### config.mk
export PLATFORM = sky130hd
export DESIGN_NAME = kbd_source_arbiter
export DESIGN_NICKNAME = d
export VERILOG_FILES = /design/src/rtl/kbd_source_arbiter.sv
export SDC_FILE = /design/constraint.sdc
export NUM_CORES = 1
export LEC_CHECK = 0
export CAP_MARGIN = 40
export CORE_ASPECT_RATIO = 0.8
export CORE_MARGIN = 1.5
export CORE_UTILIZATION = 55
export DETAILED_ROUTE_END_ITERATION = 16
export PLACE_DENSITY_LB_ADDON = 0.12
export SLEW_MARGIN = 20
export SYNTH_ARGS = -nofsm -noshare
export SYNTH_HDL_FRONTEND = slang
export SYNTH_SLANG_ARGS = --single-unit
### constraint.sdc
create_clock -name clk -period 3.1 [get_ports clk]
set_input_delay 0.62 -clock clk [delete_from_list [all_inputs] [get_ports clk]]
set_output_delay 0.62 -clock clk [all_outputs]
set_load 0.02 [all_outputs]
### src/rtl/kbd_source_arbiter.sv
// Merges buffered PS/2 bytes and synthesised key taps onto the decoder's byte strobe without splitting prefix sequences.
// Two-cycle ps2_rdy/handshake to data_rdy; no backpressure, so a PS/2 byte that finds the buffer full is dropped and flagged.
module kbd_source_arbiter #(
  parameter int FIFO_DEPTH  = 4,
  parameter int CNT_W       = 20,
  parameter int HOLD_CYCLES = 40000,
  parameter int GAP_CYCLES  = 40000
) (
  input  logic       clk,
  input  logic       reset,
  input  logic [7:0] ps2_data,
  input  logic       ps2_rdy,
  input  logic [7:0] inj_code,
  input  logic       inj_ext,
  input  logic       inj_valid,
  output logic       inj_ready,
  output logic       inj_busy,
  output logic [7:0] data,
  output logic       data_rdy,
  output logic       overflow
);
  localparam int AW = $clog2(FIFO_DEPTH);
  localparam int CW = AW + 1;
  localparam logic [CNT_W-1:0] HOLD_LD = CNT_W'(HOLD_CYCLES - 1);
  localparam logic [CNT_W-1:0] GAP_LD  = CNT_W'(GAP_CYCLES - 1);
  localparam logic [7:0] B_E0 = 8'hE0;
  localparam logic [7:0] B_F0 = 8'hF0;

  typedef enum logic [2:0] {I_IDLE, I_MAKE, I_HOLD, I_BREAK, I_GAP} inj_state_t;

  logic [7:0]    r_mem [FIFO_DEPTH];
  logic [AW-1:0] r_wr_ptr;
  logic [AW-1:0] r_rd_ptr;
  logic [CW-1:0] r_count;

  inj_state_t     r_state;
  logic [7:0]     r_code;
  logic           r_ext;
  logic [CNT_W-1:0] r_cnt;
  logic [1:0]     r_idx;
  logic           r_burst;
  logic           r_lock;
  logic [7:0]     r_data;
  logic           r_data_rdy;
  logic           r_overflow;
  logic           r_inj_ready;
  logic           r_inj_busy;

  logic       w_empty;
  logic       w_full;
  logic       w_push;
  logic       w_pop;
  logic [7:0] w_head;
  logic       w_inj_phase;
  logic       w_inj_go;
  logic [1:0] w_len_m1;
  logic [1:0] w_rem;
  logic       w_last;
  logic [7:0] w_inj_byte;

  assign w_empty = (r_count == '0);
  assign w_full  = (r_count == CW'(FIFO_DEPTH));
  assign w_push  = ps2_rdy && !w_full;
  assign w_head  = r_mem[r_rd_ptr];

  // An open injector burst always wins; a new burst may only start on an empty, unlocked PS/2 path.
  assign w_inj_phase = (r_state == I_MAKE) || (r_state == I_BREAK);
  assign w_inj_go    = r_burst || (w_inj_phase && !r_lock && w_empty);
  assign w_pop       = !w_inj_go && !w_empty;

  // Burst bytes are picked by distance from the final code byte: [E0] [F0] code.
  assign w_len_m1 = ((r_state == I_BREAK) ? 2'd1 : 2'd0) + {1'b0, r_ext};
  assign w_rem    = w_len_m1 - r_idx;
  assign w_last   = (w_rem == 2'd0);

  always_comb begin
    w_inj_byte = r_code;
    if (w_rem == 2'd2)
      w_inj_byte = B_E0;
    else if (w_rem == 2'd1)
      w_inj_byte = (r_state == I_BREAK) ? B_F0 : B_E0;
  end

  always_ff @(posedge clk) begin
    if (w_push)
      r_mem[r_wr_ptr] <= ps2_data;
  end

  always_ff @(posedge clk) begin
    if (reset) begin
      r_wr_ptr <= '0;
      r_rd_ptr <= '0;
      r_count  <= '0;
    end else begin
      if (w_push)
        r_wr_ptr <= r_wr_ptr + AW'(1);
      if (w_pop)
        r_rd_ptr <= r_rd_ptr + AW'(1);
      if (w_push && !w_pop)
        r_count <= r_count + CW'(1);
      else if (!w_push && w_pop)
        r_count <= r_count - CW'(1);
    end
  end

  always_ff @(posedge clk) begin
    if (reset) begin
      r_data     <= '0;
      r_data_rdy <= 1'b0;
      r_lock     <= 1'b0;
      r_overflow <= 1'b0;
    end else begin
      r_data_rdy <= w_inj_go || w_pop;
      if (w_inj_go) begin
        r_data <= w_inj_byte;
      end else if (w_pop) begin
        r_data <= w_head;
        r_lock <= (w_head == B_E0) || (w_head == B_F0);
      end
      // Fullness is judged before any same-cycle pop.
      if (ps2_rdy && w_full)
        r_overflow <= 1'b1;
    end
  end

  always_ff @(posedge clk) begin
    if (reset) begin
      r_state     <= I_IDLE;
      r_code      <= '0;
      r_ext       <= 1'b0;
      r_cnt       <= '0;
      r_idx       <= '0;
      r_burst     <= 1'b0;
      r_inj_ready <= 1'b0;
      r_inj_busy  <= 1'b0;
    end else begin
      case (r_state)
        I_IDLE: begin
          r_inj_ready <= 1'b1;
          r_inj_busy  <= 1'b0;
          if (inj_valid && r_inj_ready) begin
            r_code      <= inj_code;
            r_ext       <= inj_ext;
            r_idx       <= '0;
            r_inj_ready <= 1'b0;
            r_inj_busy  <= 1'b1;
            r_state     <= I_MAKE;
          end
        end
        I_MAKE, I_BREAK: begin
          if (w_inj_go) begin
            if (w_last) begin
              r_burst <= 1'b0;
              r_idx   <= '0;
              r_cnt   <= (r_state == I_MAKE) ? HOLD_LD : GAP_LD;
              r_state <= (r_state == I_MAKE) ? I_HOLD : I_GAP;
            end else begin
              r_burst <= 1'b1;
              r_idx   <= r_idx + 2'd1;
            end
          end
        end
        I_HOLD, I_GAP: begin
          if (r_cnt == '0) begin
            r_state     <= (r_state == I_HOLD) ? I_BREAK : I_IDLE;
            r_inj_ready <= (r_state == I_GAP);
            r_inj_busy  <= (r_state == I_HOLD);
          end else begin
            r_cnt <= r_cnt - CNT_W'(1);
          end
        end
        default: r_state <= I_IDLE;
      endcase
    end
  end

  assign data      = r_data;
  assign data_rdy  = r_data_rdy;
  assign overflow  = r_overflow;
  assign inj_ready = r_inj_ready;
  assign inj_busy  = r_inj_busy;
endmodule

**After elaboration in Yosys (flattened, before gate mapping)**

Memory sizes are Yosys's and may differ from the RTL's. A register that Yosys moved wholly into a read port is not among the register bits.
Index checks and enable logic that the tools add are counted.

- Reduce and logical (&&, ||, !) cells: 36
- Equal/unequal tests: 14
- Bitwise operators: 1
- Mux-type cells: 34
- Add/subtract/negate cells: 8

Operator list:

| cell | count |
|---|---|
| 20-bit 2-to-1 mux | 3 |
| 20-bit case mux with 2 select lines | 1 |
| 8-bit 2-to-1 mux | 4 |
| 3-bit 2-to-1 mux | 7 |
| 20-bit zero test | 1 |
| 20-bit by 1-bit subtractor with 20-bit output (second input constant) | 1 |
| 8-bit equality test (second input constant) | 2 |
| 2-bit 2-to-1 mux | 6 |
| 2-bit inequality test (second input constant) | 5 |
| 2-bit nonzero test | 5 |
| 3-bit case mux with 3 select lines | 1 |
| 1-bit logical AND | 8 |
| 1-bit 2-to-1 mux | 8 |
| 2-bit AND reduction | 4 |
| 4-bit AND reduction | 2 |
| 2-bit by 1-bit adder with 2-bit output (second input constant) | 3 |
| 3-bit by 2-bit equality test with 1-bit output (second input constant) | 2 |
| 3-bit equality test (second input constant) | 2 |
| 1-bit zero test | 6 |
| 3-bit zero test | 2 |
| 5-bit 2-to-1 mux | 1 |
| 1-bit logical OR | 4 |
| 1-bit case mux with 2 select lines | 2 |
| 2-bit case mux with 2 select lines | 1 |
| 11 further kinds | 12 |

- Memory bits (writable): 32
- Memories: 1
- Input bits: 21
- Register bits: 55

Memories:

| memory | depth | width | read ports | clocked after Yosys merged registers in | write ports | line | RTL |
|---|---|---|---|---|---|---|---|
| r_mem | 4 | 8 | 1 | 1 | 1 | 31 | `logic [7:0] r_mem [FIFO_DEPTH];` |

**Longest topological paths before layout**

- Depth after elaboration: 10
- Depth in mapped cells: 12
- Mapped depth without buffers: 10

**Worst setup path after synthesis**

OpenSTA, ideal clock, no wires.

- Path type: input port to flip-flop
- Start point: in ps2_rdy
- End point: reg r_count[2]
- Slack: 829 ps
- Stages: 7
- Data arrival time: 2201 ps
- Buffers on the path: 0
- Path through: a21boi_1 > ha_1 > inv_1 > fa_1 > xor2_1 > or3_1 > a21oi_1

- Longest elaborated chain between the ends: 4

RTL lines:

| what | line | RTL |
|---|---|---|
| from (decl) | 12 | `input logic ps2_rdy,` |
| 1-bit logical AND (*) | 63 | `assign w_push = ps2_rdy && !w_full;` |
| 1-bit zero test | 101 | `else if (!w_push && w_pop)` |
| 1-bit logical AND | 101 |  |
| 2-bit nonzero test (no source line) | -- |  |
| to (signal assigned) | 100 | `r_count <= r_count + CW'(1);` |
| to (signal assigned) | 102 | `r_count <= r_count - CW'(1);` |
| to (decl) | 34 | `logic [CW-1:0] r_count;` |

Mark *: on every way between the ends. The rest lies on a longest branch, timed or not.
A chain may end at the register's enable or synchronous reset.

**Worst setup path in the final report**

- Start point: reg r_cnt[0]
- End point: reg r_cnt[1]

- Longest elaborated chain between the ends: 3

RTL lines:

| what | line | RTL |
|---|---|---|
| from (decl) | 39 | `logic [CNT_W-1:0] r_cnt;` |
| from (signal assigned) | 155 | `r_cnt <= (r_state == I_MAKE) ? HOLD_LD : GAP_LD;` |
| from (signal assigned) | 169 | `r_cnt <= r_cnt - CNT_W'(1);` |
| 20-bit by 1-bit subtractor with 20-bit output / 20-bit zero test (equally long branches) | 169, 164 |  |
| 20-bit 2-to-1 mux / 2-bit inequality test (equally long branches) | -- |  |
| 20-bit case mux with 2 select lines / 4-bit AND reduction (equally long branches) | -- |  |

Parallel ways exist; a longest one is shown, timed or not. The select of a mux whose other input is x is not followed.

==> results.cfg <==
[setup_path]
cp-end-kind = register
slowest_stage = nand4_2
cp.required_ns = 3.37
crit_path_max_fanout = 17
rrSetupSlack_ns = 0.63
endpoint = r_cnt[1]
slowest_delay_ns = 0.49
r2r_start = r_cnt[0]
reg2reg_depth = 7
cp-start-kind = register
worstSetupStartpoint = r_cnt[0]
r2r-end = r_cnt[1]
worstSetupPathType = reg -> reg
arrival_ns = 2.73
path_cells = inv_1, ha_1, nor4b_2, nand4_2, or2_1, and3_1, a311oi_1

[global_routing]
grt_max_degree = 29
grt.met3_usage_pct = 4.93
gr-total-overflow = 0
grt_usage_pct = 20.9
grt_pass1_vias = 2614
use_met2_pct = 29.2
grt_busiest_layer = met1
grt_antenna_before_repair = 0
grt_pass1_wl_um = 12700
grt_use_met1_pct = 31.3

[logic_synthesis]
syn-cell-area_um2 = 4000
synth_edf_count = 32
syn_area_per_cell_um2 = 11.3
yosys_warnings = 0
synth-seq-cells = 89
synthFlopType = dfxtp_1
seq_area_frac_synth_pct = 52.6
async_reset_ff_share_pct = 0
yosysUniqueCellTypes = 56
syn_nets = 386
syn_inst = 355

[route]
num_vias = 2692
drc = 0
wl_per_cell_um = 15.8
avgViaCountPerCell = 5.63
drt_first_pass_iters = 5
drtIter0Drc = 67
wl_um = 7550
drtAntennaViolNets = 0

[cts]
path_clk_slew_ns = 0.09
cts_tree = done
clk_latency_ns = 0.36
cts.sinks = 89
cts-hold-fix-buffers = 0
clock_tree.root_cell = clkbuf_8
htreeDepth = 3
clockBufferDepth = 2
ctsResizeCount = 0
cts-buffers-inserted = 9
post_cts_buffers = 0

[timing]
clock_skew_ns = 0.0120
final.setup.tns_ns = 0
hold_ws_ns = 0.465
fmax_ghz = 0.406
period_share_pct = 79.5
finalSetupViolations = 0
rsz0062_at_grt = no
drv_slew = 0
min_period_ns = 2.47
hold_viol = 0
slew_headroom_pct = 49.7
worstMarginPinSlew_ns = 0.749

[min_path]
whs_path_depth = 2
hold_path_class = reg -> reg

[finish]
drive_above_1_share_pct = 10.7
nets = 417
num_antenna_cells = 0
area_growth_pct = 13.6
nFillCells = 560

[flow_run]
cap_violations = 0

[pwr]
seqPwrFrac_pct = 37.5
power.internal_mw = 2.63
clockPowerShare_pct = 16.7
ir_drop_uv = 413
p_comb_share_pct = 45.8
power_density_nw_per_um2 = 1020
switchingPower_mw = 1.98
p_leak_nw = 1.64
netSwitchingFraction_pct = 43.0

[placement]
io_buffer_count = 32
gp_congestion = 0.794
dp_hpwl_um = 5280

[outcome]
status = complete, no violations

[floorplanning]
pin_count = 33
die_h_um = 79.2
die_x_um = 98.3
initial_core_util_pct = 57.4
die_area_um2 = 7790
coreArea_um2 = 6960
rows = 27
==> state kept, by name (all words and copies together), names as in the netlist, 2 cells and up, named ones only <==
name and cells:
r_state 3, data 8, r_code 8, r_rd_ptr 2
r_cnt 20, r_idx 2, r_mem 32, r_count 3
r_wr_ptr 2
==> cell usage in the layout (no fill, tap or decap), types with 3 or more instances in the layout <==
master,count
edfxtp_1,32
inv_8,3
clkbuf_8,9
inv_1,13
o21ai_0,4
nand2_1,12
and2_1,4
a211oi_1,3
dfxtp_1,57
clkdlybuf4s50_1,32
nand3_1,8
mux2i_1,11
a21oi_1,16
a31oi_1,3
nor3_1,13
xor2_1,21
o221ai_1,3
xnor2_1,5
nor4_2,3
ha_1,9
o2111ai_1,3
mux4_2,8
nor4_1,3
or3_1,6
a21oi_2,3
o211ai_1,3
buf_4,6
nor2_1,52
nand4_1,8
==> critical path: cells and delay by family, from the launching register on <==
| kind | cells | cell delay (ns) |
|---|---|---|
| AOI/OAI and AO/OA | 1 | 0.23 |
| adders and majority gates | 1 | 0.20 |
| buffers and inverters | 1 | 0.15 |
| DFF | 1 | 0.37 |
| and+or+nand+nor | 4 | 1.43 |
==> per-layer routing <==
metal  vias to the layer above  share of wire, %
met2                        50                41
li1                       1359                 -
met3                         6               4.6
met1                      1277                54
met5                         -                 0
met4                         0              0.73
==> power by group through the flow <==
| stage | Combinational [mW] | Sequential [mW] | Clock (mW) |
|---|---|---|---|
| finish | 2.11 | 1.73 | 0.769 |
| global route | 2.34 | 1.78 | 0.833 |
| CTS | 2.10 | 1.73 | 0.786 |
| detailed placement | 2.09 | 1.76 | 0 |
| global placement | 2.06 | 1.75 | 0 |
| floorplan | 1.64 | 1.74 | 0 |
==> how the worst min path moves through the flow <==
| stage | start | endpoint | slack (ns) |
|---|---|---|---|
| after floorplan | r_lock | r_lock | 0.44 |
| after global placement | data[6] | data[6] | 0.45 |
| after detailed placement | data[6] | data[6] | 0.46 |
| after CTS | data[6] | data[6] | 0.47 |
| after global routing | data[7] | data[7] | 0.49 |
| final | data[6] | data[6] | 0.46 |
==> layout make-up <==
type	instances	area, µm²	area share [%]
multi-input combinational	235	1720	38.0
tap	87	109	2.40
sequential	89	2100	46.3
clock buffer	9	124	2.73
inverter	13	48.8	1.07
timing repair buffer	38	365	8.05
clock inverter	7	66.3	1.46
==> per-stage QoR <==
step	total power [mW]	cells	setup WS, ns	util [%]	instance area, µm²
finish	4.62	478	0.634	65.2	4540
global route	4.95	478	0.450	65.2	4540
CTS	4.62	478	0.669	65.2	4540
detailed placement	3.85	462	0.511	62.5	4350
global placement	3.80	462	0.540	62.5	4350
floorplan	3.38	355	0.829	-	4000
==> synth_stat cells, types with 4 or more instances <==
cell type / n / area [µm²]
nand3_1: 8 / 40.0
ha_1: 9 / 113
inv_1: 13 / 48.8
buf_6: 6 / 67.6
dfxtp_1: 57 / 1140
xor2_1: 21 / 184
xnor2_1: 5 / 43.8
o21ai_0: 4 / 20.0
nor2_1: 52 / 195
or3_1: 6 / 37.5
mux2i_1: 11 / 110
nand4_1: 8 / 50.1
nor4_1: 4 / 25.0
nand2_1: 12 / 45.0
edfxtp_1: 32 / 961
a21oi_1: 16 / 80.1
and2_1: 4 / 25.0
mux4_2: 8 / 180
clkbuf_1: 5 / 18.8
nor3_1: 13 / 65.1
==> kinds of logic after synthesis <==
group	count (synthesis)	share of synthesized area, %
xor gates and xnor gates	27	6.26
DFF	89	52.6
adders and majority gates	10	3.32
muxes	19	7.26
buffers and inverters	31	4.41
and+or+nand+nor	127	17.2
AOI/OAI and AO/OA	52	8.99
No activity file was read; power rests on OpenSTA's default activity.
